==> src/rtl/fetch_pkg.sv <==
// Shared types and constants for the fetch/PC unit.
package fetch_pkg;

  typedef enum logic [1:0] {
    IDLE  = 2'd0,
    FETCH = 2'd1,
    WAIT  = 2'd2,
    HOLD  = 2'd3
  } fetch_state_t;

  localparam int XLEN_DEFAULT  = 32;
  localparam int PC_INC        = 4;
  localparam int J_TARGET_BITS = 26;

endpackage

==> src/rtl/fetch_pc_unit_next_pc_sel.sv <==
// Combinational next-PC selection: jr > jump > branch > sequential.
// With FETCH_MISALIGN_TRAP_EN a misaligned jr target redirects to TRAP_VECTOR.
module next_pc_sel
  import fetch_pkg::*;
#(
  parameter int XLEN = XLEN_DEFAULT
`ifdef FETCH_MISALIGN_TRAP_EN
  ,
  parameter logic [XLEN-1:0] TRAP_VECTOR = XLEN'(32'h0000_0080)
`endif
) (
  input  logic [XLEN-1:0]          pc_plus4,
  input  logic [J_TARGET_BITS-1:0] instr_index,
  input  logic [15:0]              branch_imm,
  input  logic                     branch_taken,
  input  logic                     jump,
  input  logic                     jr,
  input  logic [XLEN-1:0]          jr_target,
`ifdef FETCH_MISALIGN_TRAP_EN
  output logic                     misalign,
`endif
  output logic [XLEN-1:0]          next_pc
);

  logic [XLEN-1:0] jr_word_s;
  logic [XLEN-1:0] jump_tgt_s;
  logic [XLEN-1:0] branch_off_s;
  logic [XLEN-1:0] branch_tgt_s;

  // Low two bits of the register target are forced to zero (word aligned).
  assign jr_word_s    = jr_target & {{(XLEN-2){1'b1}}, 2'b00};
  assign jump_tgt_s   = {pc_plus4[XLEN-1:J_TARGET_BITS+2], instr_index, 2'b00};
  assign branch_off_s = {{(XLEN-18){branch_imm[15]}}, branch_imm, 2'b00};
  assign branch_tgt_s = pc_plus4 + branch_off_s;

`ifdef FETCH_MISALIGN_TRAP_EN
  assign misalign = jr & (jr_target[1:0] != 2'b00);
`endif

  // Priority redirect mux.
  always_comb begin
    next_pc = pc_plus4;
    if (jr) begin
`ifdef FETCH_MISALIGN_TRAP_EN
      if (misalign) begin
        next_pc = TRAP_VECTOR;
      end else begin
        next_pc = jr_word_s;
      end
`else
      next_pc = jr_word_s;
`endif
    end else if (jump) begin
      next_pc = jump_tgt_s;
    end else if (branch_taken) begin
      next_pc = branch_tgt_s;
    end else begin
      next_pc = pc_plus4;
    end
  end

endmodule

==> src/rtl/fetch_pc_unit.sv <==
// Program counter and single-outstanding instruction fetch unit.
// Optional misaligned-jr trap enabled by defining FETCH_MISALIGN_TRAP_EN.
module fetch_pc_unit
  import fetch_pkg::*;
#(
  parameter int              XLEN         = XLEN_DEFAULT,
  parameter logic [XLEN-1:0] RESET_VECTOR = {XLEN{1'b0}},
`ifdef FETCH_MISALIGN_TRAP_EN
  parameter logic [XLEN-1:0] TRAP_VECTOR  = XLEN'(32'h0000_0080),
`endif
  parameter int              MAX_WAIT     = 15
) (
  input  logic            clk,
  input  logic            reset,
  output logic            imem_req,
  output logic [XLEN-1:0] imem_addr,
  input  logic            imem_rvalid,
  input  logic [31:0]     imem_rdata,
  output logic            instr_valid,
  input  logic            instr_ready,
  output logic [31:0]     instr,
  output logic [XLEN-1:0] pc_out,
  output logic [XLEN-1:0] pc_plus4,
  input  logic            branch_taken,
  input  logic [15:0]     branch_imm,
  input  logic            jump,
  input  logic            jal,
  input  logic            jr,
  input  logic [XLEN-1:0] jr_target,
  output logic [XLEN-1:0] ra_out,
  output logic            timeout_err,
  output logic            misalign_err
);

  localparam int              CNT_W    = $clog2(MAX_WAIT + 1);
  localparam logic [CNT_W-1:0] MAX_CNT  = CNT_W'(MAX_WAIT);
  localparam logic [CNT_W-1:0] LAST_CNT = CNT_W'(MAX_WAIT - 1);

  fetch_state_t     state_r;
  logic [XLEN-1:0]  pc_r;
  logic [XLEN-1:0]  ra_r;
  logic [31:0]      instr_r;
  logic             instr_valid_r;
  logic             imem_req_r;
  logic             timeout_err_r;
  logic [CNT_W-1:0] wait_cnt_r;
  logic [XLEN-1:0]  pc_plus4_s;
  logic [XLEN-1:0]  next_pc_s;
`ifdef FETCH_MISALIGN_TRAP_EN
  logic             misalign_s;
  logic             misalign_err_r;
`endif

  assign pc_plus4_s = pc_r + XLEN'(PC_INC);

  next_pc_sel #(
    .XLEN        (XLEN)
`ifdef FETCH_MISALIGN_TRAP_EN
    ,
    .TRAP_VECTOR (TRAP_VECTOR)
`endif
  ) u_next_pc_sel (
    .pc_plus4     (pc_plus4_s),
    .instr_index  (instr_r[J_TARGET_BITS-1:0]),
    .branch_imm   (branch_imm),
    .branch_taken (branch_taken),
    .jump         (jump),
    .jr           (jr),
    .jr_target    (jr_target),
`ifdef FETCH_MISALIGN_TRAP_EN
    .misalign     (misalign_s),
`endif
    .next_pc      (next_pc_s)
  );

  // Fetch FSM with wait counter and all architectural registers.
  always_ff @(posedge clk) begin
    if (reset) begin
      state_r        <= IDLE;
      pc_r           <= RESET_VECTOR;
      ra_r           <= {XLEN{1'b0}};
      instr_r        <= 32'h0000_0000;
      instr_valid_r  <= 1'b0;
      imem_req_r     <= 1'b0;
      timeout_err_r  <= 1'b0;
      wait_cnt_r     <= {CNT_W{1'b0}};
`ifdef FETCH_MISALIGN_TRAP_EN
      misalign_err_r <= 1'b0;
`endif
    end else begin
      case (state_r)
        IDLE: begin
          state_r    <= FETCH;
          imem_req_r <= 1'b1;
        end
        FETCH: begin
          state_r    <= WAIT;
          imem_req_r <= 1'b0;
          wait_cnt_r <= {CNT_W{1'b0}};
        end
        WAIT: begin
          if (imem_rvalid) begin
            instr_r       <= imem_rdata;
            instr_valid_r <= 1'b1;
            wait_cnt_r    <= {CNT_W{1'b0}};
            state_r       <= HOLD;
          end else begin
            // Timeout is only flagged; the unit keeps waiting without re-requesting.
            if (wait_cnt_r != MAX_CNT) begin
              wait_cnt_r <= wait_cnt_r + CNT_W'(1);
            end
            if (wait_cnt_r >= LAST_CNT) begin
              timeout_err_r <= 1'b1;
            end
          end
        end
        HOLD: begin
          if (instr_ready) begin
            instr_valid_r <= 1'b0;
            pc_r          <= next_pc_s;
            imem_req_r    <= 1'b1;
            state_r       <= FETCH;
            if (jal) begin
              ra_r <= pc_plus4_s;
            end
`ifdef FETCH_MISALIGN_TRAP_EN
            if (misalign_s) begin
              misalign_err_r <= 1'b1;
            end
`endif
          end
        end
        default: begin
          state_r       <= IDLE;
          imem_req_r    <= 1'b0;
          instr_valid_r <= 1'b0;
        end
      endcase
    end
  end

  assign imem_req    = imem_req_r;
  assign imem_addr   = pc_r;
  assign instr_valid = instr_valid_r;
  assign instr       = instr_r;
  assign pc_out      = pc_r;
  assign pc_plus4    = pc_plus4_s;
  assign ra_out      = ra_r;
  assign timeout_err = timeout_err_r;
`ifdef FETCH_MISALIGN_TRAP_EN
  assign misalign_err = misalign_err_r;
`else
  assign misalign_err = 1'b0;
`endif

endmodule

==> config.mk <==
export PLATFORM = sky130hd
export DESIGN_NAME = fetch_pc_unit
export DESIGN_NICKNAME = d
export VERILOG_FILES = /design/src/rtl/fetch_pkg.sv /design/src/rtl/fetch_pc_unit_next_pc_sel.sv /design/src/rtl/fetch_pc_unit.sv
export SDC_FILE = /design/constraint.sdc
export NUM_CORES = 1
export LEC_CHECK = 0
export BUFFER_PORTS_ARGS = -buffer_cell sky130_fd_sc_hd__clkbuf_2
export CAP_MARGIN = 20
export CORE_MARGIN = 2
export CORE_UTILIZATION = 45
export DETAILED_ROUTE_END_ITERATION = 8
export PLACE_DENSITY = 0.79
export SKIP_LAST_GASP = 1
export SYNTH_ARGS = -nofsm -noshare
export SYNTH_HDL_FRONTEND = slang
export SYNTH_SLANG_ARGS = --single-unit
==> constraint.sdc <==
create_clock -name clk -period 5.2 [get_ports clk]
set_clock_uncertainty 0.05 [all_clocks]
set_input_delay 0.52 -clock clk [delete_from_list [all_inputs] [get_ports clk]]
set_output_delay 0.52 -clock clk [all_outputs]
set_load 0.005 [all_outputs]
* Word level (Yosys, flattened, before mapping) *
Index checks and enable logic that the tools add are counted.

storage, ports and cells
  bits in registers = 105
  bits of input ports = 88
  output and inout port bits = 164
  logic and storage cells = 46

operators by class
  $add $sub $neg = 3
  $lt $le $gt $ge = 1
  equal/unequal tests = 7
  muxes and demuxes = 14
  bitwise gates (word level) = 1
  reductions and logical operators = 12

operator list
  kind                                                  count
  two-way mux 32 bit                                    3
  adder 32 x 3 -> 32 bit (second input constant)        1
  adder 32 bit                                          1
  AND reduction 2 bit                                   5
  AND reduction 3 bit                                   3
  two-way mux 4 bit                                     2
  case mux 2 bit (4 select lines)                       1
  case mux 4 bit (2 select lines)                       1
  adder 4 x 1 -> 4 bit (second input constant)          1
  equality test 2 bit (second input constant)           2
  >= comparator 4 bit (second input constant)           1
  two-way mux 2 bit                                     2
  inequality test 2 bit (second input constant)         2
  inequality test 4 bit (second input constant)         1
  nonzero test 2 bit                                    2
  two-way mux 1 bit                                     3
  inequality test 3 bit (second input constant)         1
  case mux 1 bit (3 select lines)                       1
  nonzero test 3 bit                                    1
  equality test 2 x 1 -> 1 bit (second input constant)  1
  zero test 2 bit                                       1
  case mux 1 bit (2 select lines)                       1
  inverter 1 bit                                        1

* Depth between registers and ports, before layout *
  word-level depth = 5
  gate-level depth with buffers = 17
  mapped depth without buffers = 17

* By module *
A second synthesis with hierarchy kept.

second synthesis, totals
  cell total of the unflattened synthesis = 993
  area, all modules = 7,283.2 sq um

modules (own cells, without submodules)
  module         instances  cells an instance  area an instance (sq um)  seq. area each (sq um)
  fetch_pc_unit  1          608                4,778.3                   2,102.0
  next_pc_sel    1          385                2,504.9                   0.0

* Worst setup path before layout *
Ideal clock, no wire load.

  path type = reg-to-reg
  from = reg pc_r[2], in the netlist imem_addr[2]
  to = reg pc_r[27], in the netlist imem_addr[27]
  setup time = 0.086 ns
  data arrival time = 3.720 ns
  required time = 5.064 ns
  slack = 1.343 ns
  cell stages (with the launch flop) = 16
  path buffers = 1
  period minus slack after synthesis = 3.857 ns
  cells stage by stage = dfxtp_1 > ha_1 > nand4_1 > or3_1 > nor2_1 > xnor2_1 > inv_1 > ha_1 > clkbuf_1 > a21o_2 > a211oi_1 > o2111a_1 > nor4_1 > o31a_1 > or3_1 > a221oi_2

on the way
  word-level cells in the longest chain between the ends = 5

RTL lines
  element                 line                             source
  start, declared         fetch_pc_unit.sv:40              logic [XLEN-1:0] pc_r;
  start signal, assigned  fetch_pc_unit.sv:120             pc_r <= next_pc_s;
  adder 32 x 3 -> 32 bit  fetch_pc_unit.sv:54              assign pc_plus4_s = pc_r + XLEN'(PC_INC);
  via pc_plus4[18]        fetch_pc_unit.sv:23              output logic [XLEN-1:0] pc_plus4,
  adder 32 bit            fetch_pc_unit_next_pc_sel.sv:34  assign branch_tgt_s = pc_plus4 + branch_off_s;
  two-way mux 32 bit      fetch_pc_unit_next_pc_sel.sv:55  end else if (branch_taken) begin
  two-way mux 32 bit      fetch_pc_unit_next_pc_sel.sv:53  end else if (jump) begin
  two-way mux 32 bit      fetch_pc_unit_next_pc_sel.sv:43  if (jr) begin

The timed path passes the listed nets, and every way through them passes these cells.
A chain may end at the register's enable or synchronous reset.

* Worst setup path after layout *
  from = reg pc_r[3], in the netlist imem_addr[3]
  to = reg pc_r[29], in the netlist imem_addr[29]

on the way
  word-level cells in the longest chain between the ends = 5

RTL lines
  element                   line
  adder 32 x 3 -> 32 bit *  fetch_pc_unit.sv:54
  adder 32 bit              fetch_pc_unit_next_pc_sel.sv:34
  two-way mux 32 bit        fetch_pc_unit_next_pc_sel.sv:55
  two-way mux 32 bit *      fetch_pc_unit_next_pc_sel.sv:53
  two-way mux 32 bit *      fetch_pc_unit_next_pc_sel.sv:43

Mark *: on every way between the ends. The rest lies on a longest branch, timed or not.

==> reports/results.ini <==
[floorplanning]
fp.dieW_um=128.3
die_area_um2=16470
num_rows=45
core_area_um2=15150
die_y_um=128.3
start_util=0.4592
io_pins=252

[clocking]
cts-hold-fix-buffers=0
htree_levels=3
cts_resized=0
cts-root-buf=clkbuf_16
clk_latency_ns=0.36
post_cts_buffers=0
cts_inserted_buffers=9
clk_pin_slew_worst_paths_ns=0.08
cts_tree=yes
cts_sinks=101
cts.path.max_buffers=2

[synthesis]
synthTopCellsByArea=dfxtp_1 29%, ha_1 7.6%, a21oi_1 6.6%, nor2_1 6.5%, nand2_1 6.1%
synth.cells.most_frequent=121 x nor2_1, 113 x nand2_1, 101 x dfxtp_1, 92 x a21oi_1
synth_top_cell_by_area=dfxtp_1
yosysSeqAreaShare=0.2907
ys.flop_type=dfxtp_1
synth.most_common_cell=nor2_1
avgSynthCellArea_um2=7.479
async_flop_share=0
synth_top_cell_area_share=0.2907
ys_ff_latch=101
postSynthCellCount=930
syn_area_um2=6955
yosysWarnings=0
synth_edf_count=0
synth_cell_types=66

[route]
drt-total-wl_um=21970
drt-vias-per-instance=5.516
drtPass1Iterations=5
ant_nets=0
drc=0
vias=7160
drt_iter0_drc=418
wl_per_cell_um=16.93

[final_layout]
drive_above_1_share=0.2523
nFillCells=1476
nets=1236
num_antenna_cells=0
final_util=0.5439
area_delta_synth_final_pct=18.44
fin_cells=1298

[critical_path]
required_ns=5.37
crit_path_end_kind=flip-flop
path_max_fanout=8
crit_family=simple AND/OR/NAND/NOR gates
worstSetupPathType=flip-flop to flip-flop
crit_arrival_ns=4.77
max_stage_delay_ns=0.60
cp_slowest_cell=nor4_1
startpoint_type=flip-flop
crit_buf_inv=2
critical_path.cell_chain=ha_1 -> nand4_1 -> or3_1 -> inv_1 -> nand2_1 -> xnor2_1 -> buf_4 -> ha_1 -> nand4_1 -> or2_0 -> o2111a_1 -> nor4_1 -> o31ai_1 -> a21o_2 -> a31oi_1 -> o22ai_1

[power_and_ir_drop]
clockPowerShare=0.287
power_density_nw_per_um2=289.4
p_int_w=0.001509
total_power_w=0.002384
combPwrFrac=0.322
sw_frac_of_total=0.3673
pwr-share-seq=0.391
leakage_nw=3.810
power_switching_w=0.0008757
max-vdd-ir-drop_mv=0.1876

[min_path]
hp-class=primary input to flip-flop

[sta]
finalSetupViolCount=0
rsz0062_at_grt=false
final.period_utilization=0.8837
finalHoldViolCount=0
finalSetupTns_ns=0
slew_headroom=0.3243
fmax_ghz=0.2176
fin_crit_ns=4.595
maxSlewViolCount=0
worst_pin_slew_ns=1.011

[global_route]
antenna_found_initial=1
grt_max_degree=55
track_usage=0.2592
overflow=0
grt_first_pass_wirelength_um=33890
grt_pass1_vias=6370

[run_status]
outcome=finished clean

[placement]
place_congestion=0.9179
port_buffers=240
placed_cells=1282
dp.final_hpwl_um=16660

[job]
drv_cap=0

==> stage by stage <==
step	setup WS, ns	cell area [um^2]	hold WS (ns)
after floorplan	1.343	6985	0.3921
final	0.6048	8238	0.3233
after CTS	0.6524	8238	0.3214
after detailed placement	0.7713	7946	0.3989
after global routing	0.3409	8238	0.3344
after global placement	0.8088	7919	0.3860
==> kinds of logic after synthesis <==
logic type,share of synthesized area
and+or+nand+nor,0.2312
muxes,0.01025
adders and majority gates,0.07843
AOI/OAI and AO/OA,0.2238
xor gates and xnor gates,0.06656
buffers and inverters,0.09858
DFF,0.2907
other,0.0005391
==> layer usage <==
| layer | wire length (um) | global-route usage | vias up |
|---|---|---|---|
| met5 | 11 | 0 | - |
| met4 | 333 | 0.07240 | 2 |
| met3 | 1758 | 0.04382 | 27 |
| met2 | 9805 | 0.3977 | 296 |
| met1 | 10060 | 0.3753 | 3276 |
| li1 | - | - | 3559 |
==> tightest hold or removal path, delay by kind of cell <==
family                 cells  cell delay, ns
AND/OR/NAND/NOR            1            0.04
AO/OA/AOI/OAI              1            0.05
buffers and inverters      1            0.08
==> state kept, by name, summed over array words and instances, names as in the netlist <==
name and count:
imem_addr 30, state_r 2, wait_cnt_r 4, ra_out 30
imem_req 1, instr_valid 1, timeout_err 1, instr 32
==> power groups by stage <==
stage / logic, W / clock network, W / registers (W)
5_1_grt: 0.000852 / 0.000722 / 0.000943
6_report: 0.000768 / 0.000684 / 0.000933
4_1_cts: 0.000763 / 0.000690 / 0.000932
3_3_place_gp: 0.000738 / 0 / 0.000947
3_5_place_dp: 0.000754 / 0 / 0.000950
2_1_floorplan: 0.000524 / 0 / 0.000931
==> cell usage in the layout, fill, tap and decap left out, drive strengths merged, types with 13 or more instances in the layout <==
cell type and count:
a211oi 35, dfxtp 101, nand4 15, a21oi 92
a21o 17, ha 42, xnor2 42, nor2 123
o211ai 13, clkbuf 249, o21ai 35, nor3 36
nand3 20, inv 37, and3 13, nand2 113
==> final cells by class <==
cell class,count,area (um^2),area share
tap,188,235.2,0.02855
inverter,34,127.6,0.01549
sequential,101,2022,0.2454
timing repair buffer,248,1284,0.1558
clock inverter,6,52.55,0.006379
clock buffer,10,239.0,0.02901
multi-input combinational,711,4278,0.5193
==> final timing paths <==
| check | start | end | slack, ns | cells past startpoint |
|---|---|---|---|---|
| worst max-delay path | imem_addr[3] | imem_addr[29] | 0.60 | 16 |
| worst min-delay path | imem_rdata[7] | instr[7] | 0.32 | 3 |
| worst max register to register | imem_addr[3] | imem_addr[29] | 0.60 | 16 |
| worst min register to register | timeout_err | timeout_err | 0.41 | 2 |
Power figures use the tool's default switching activity.
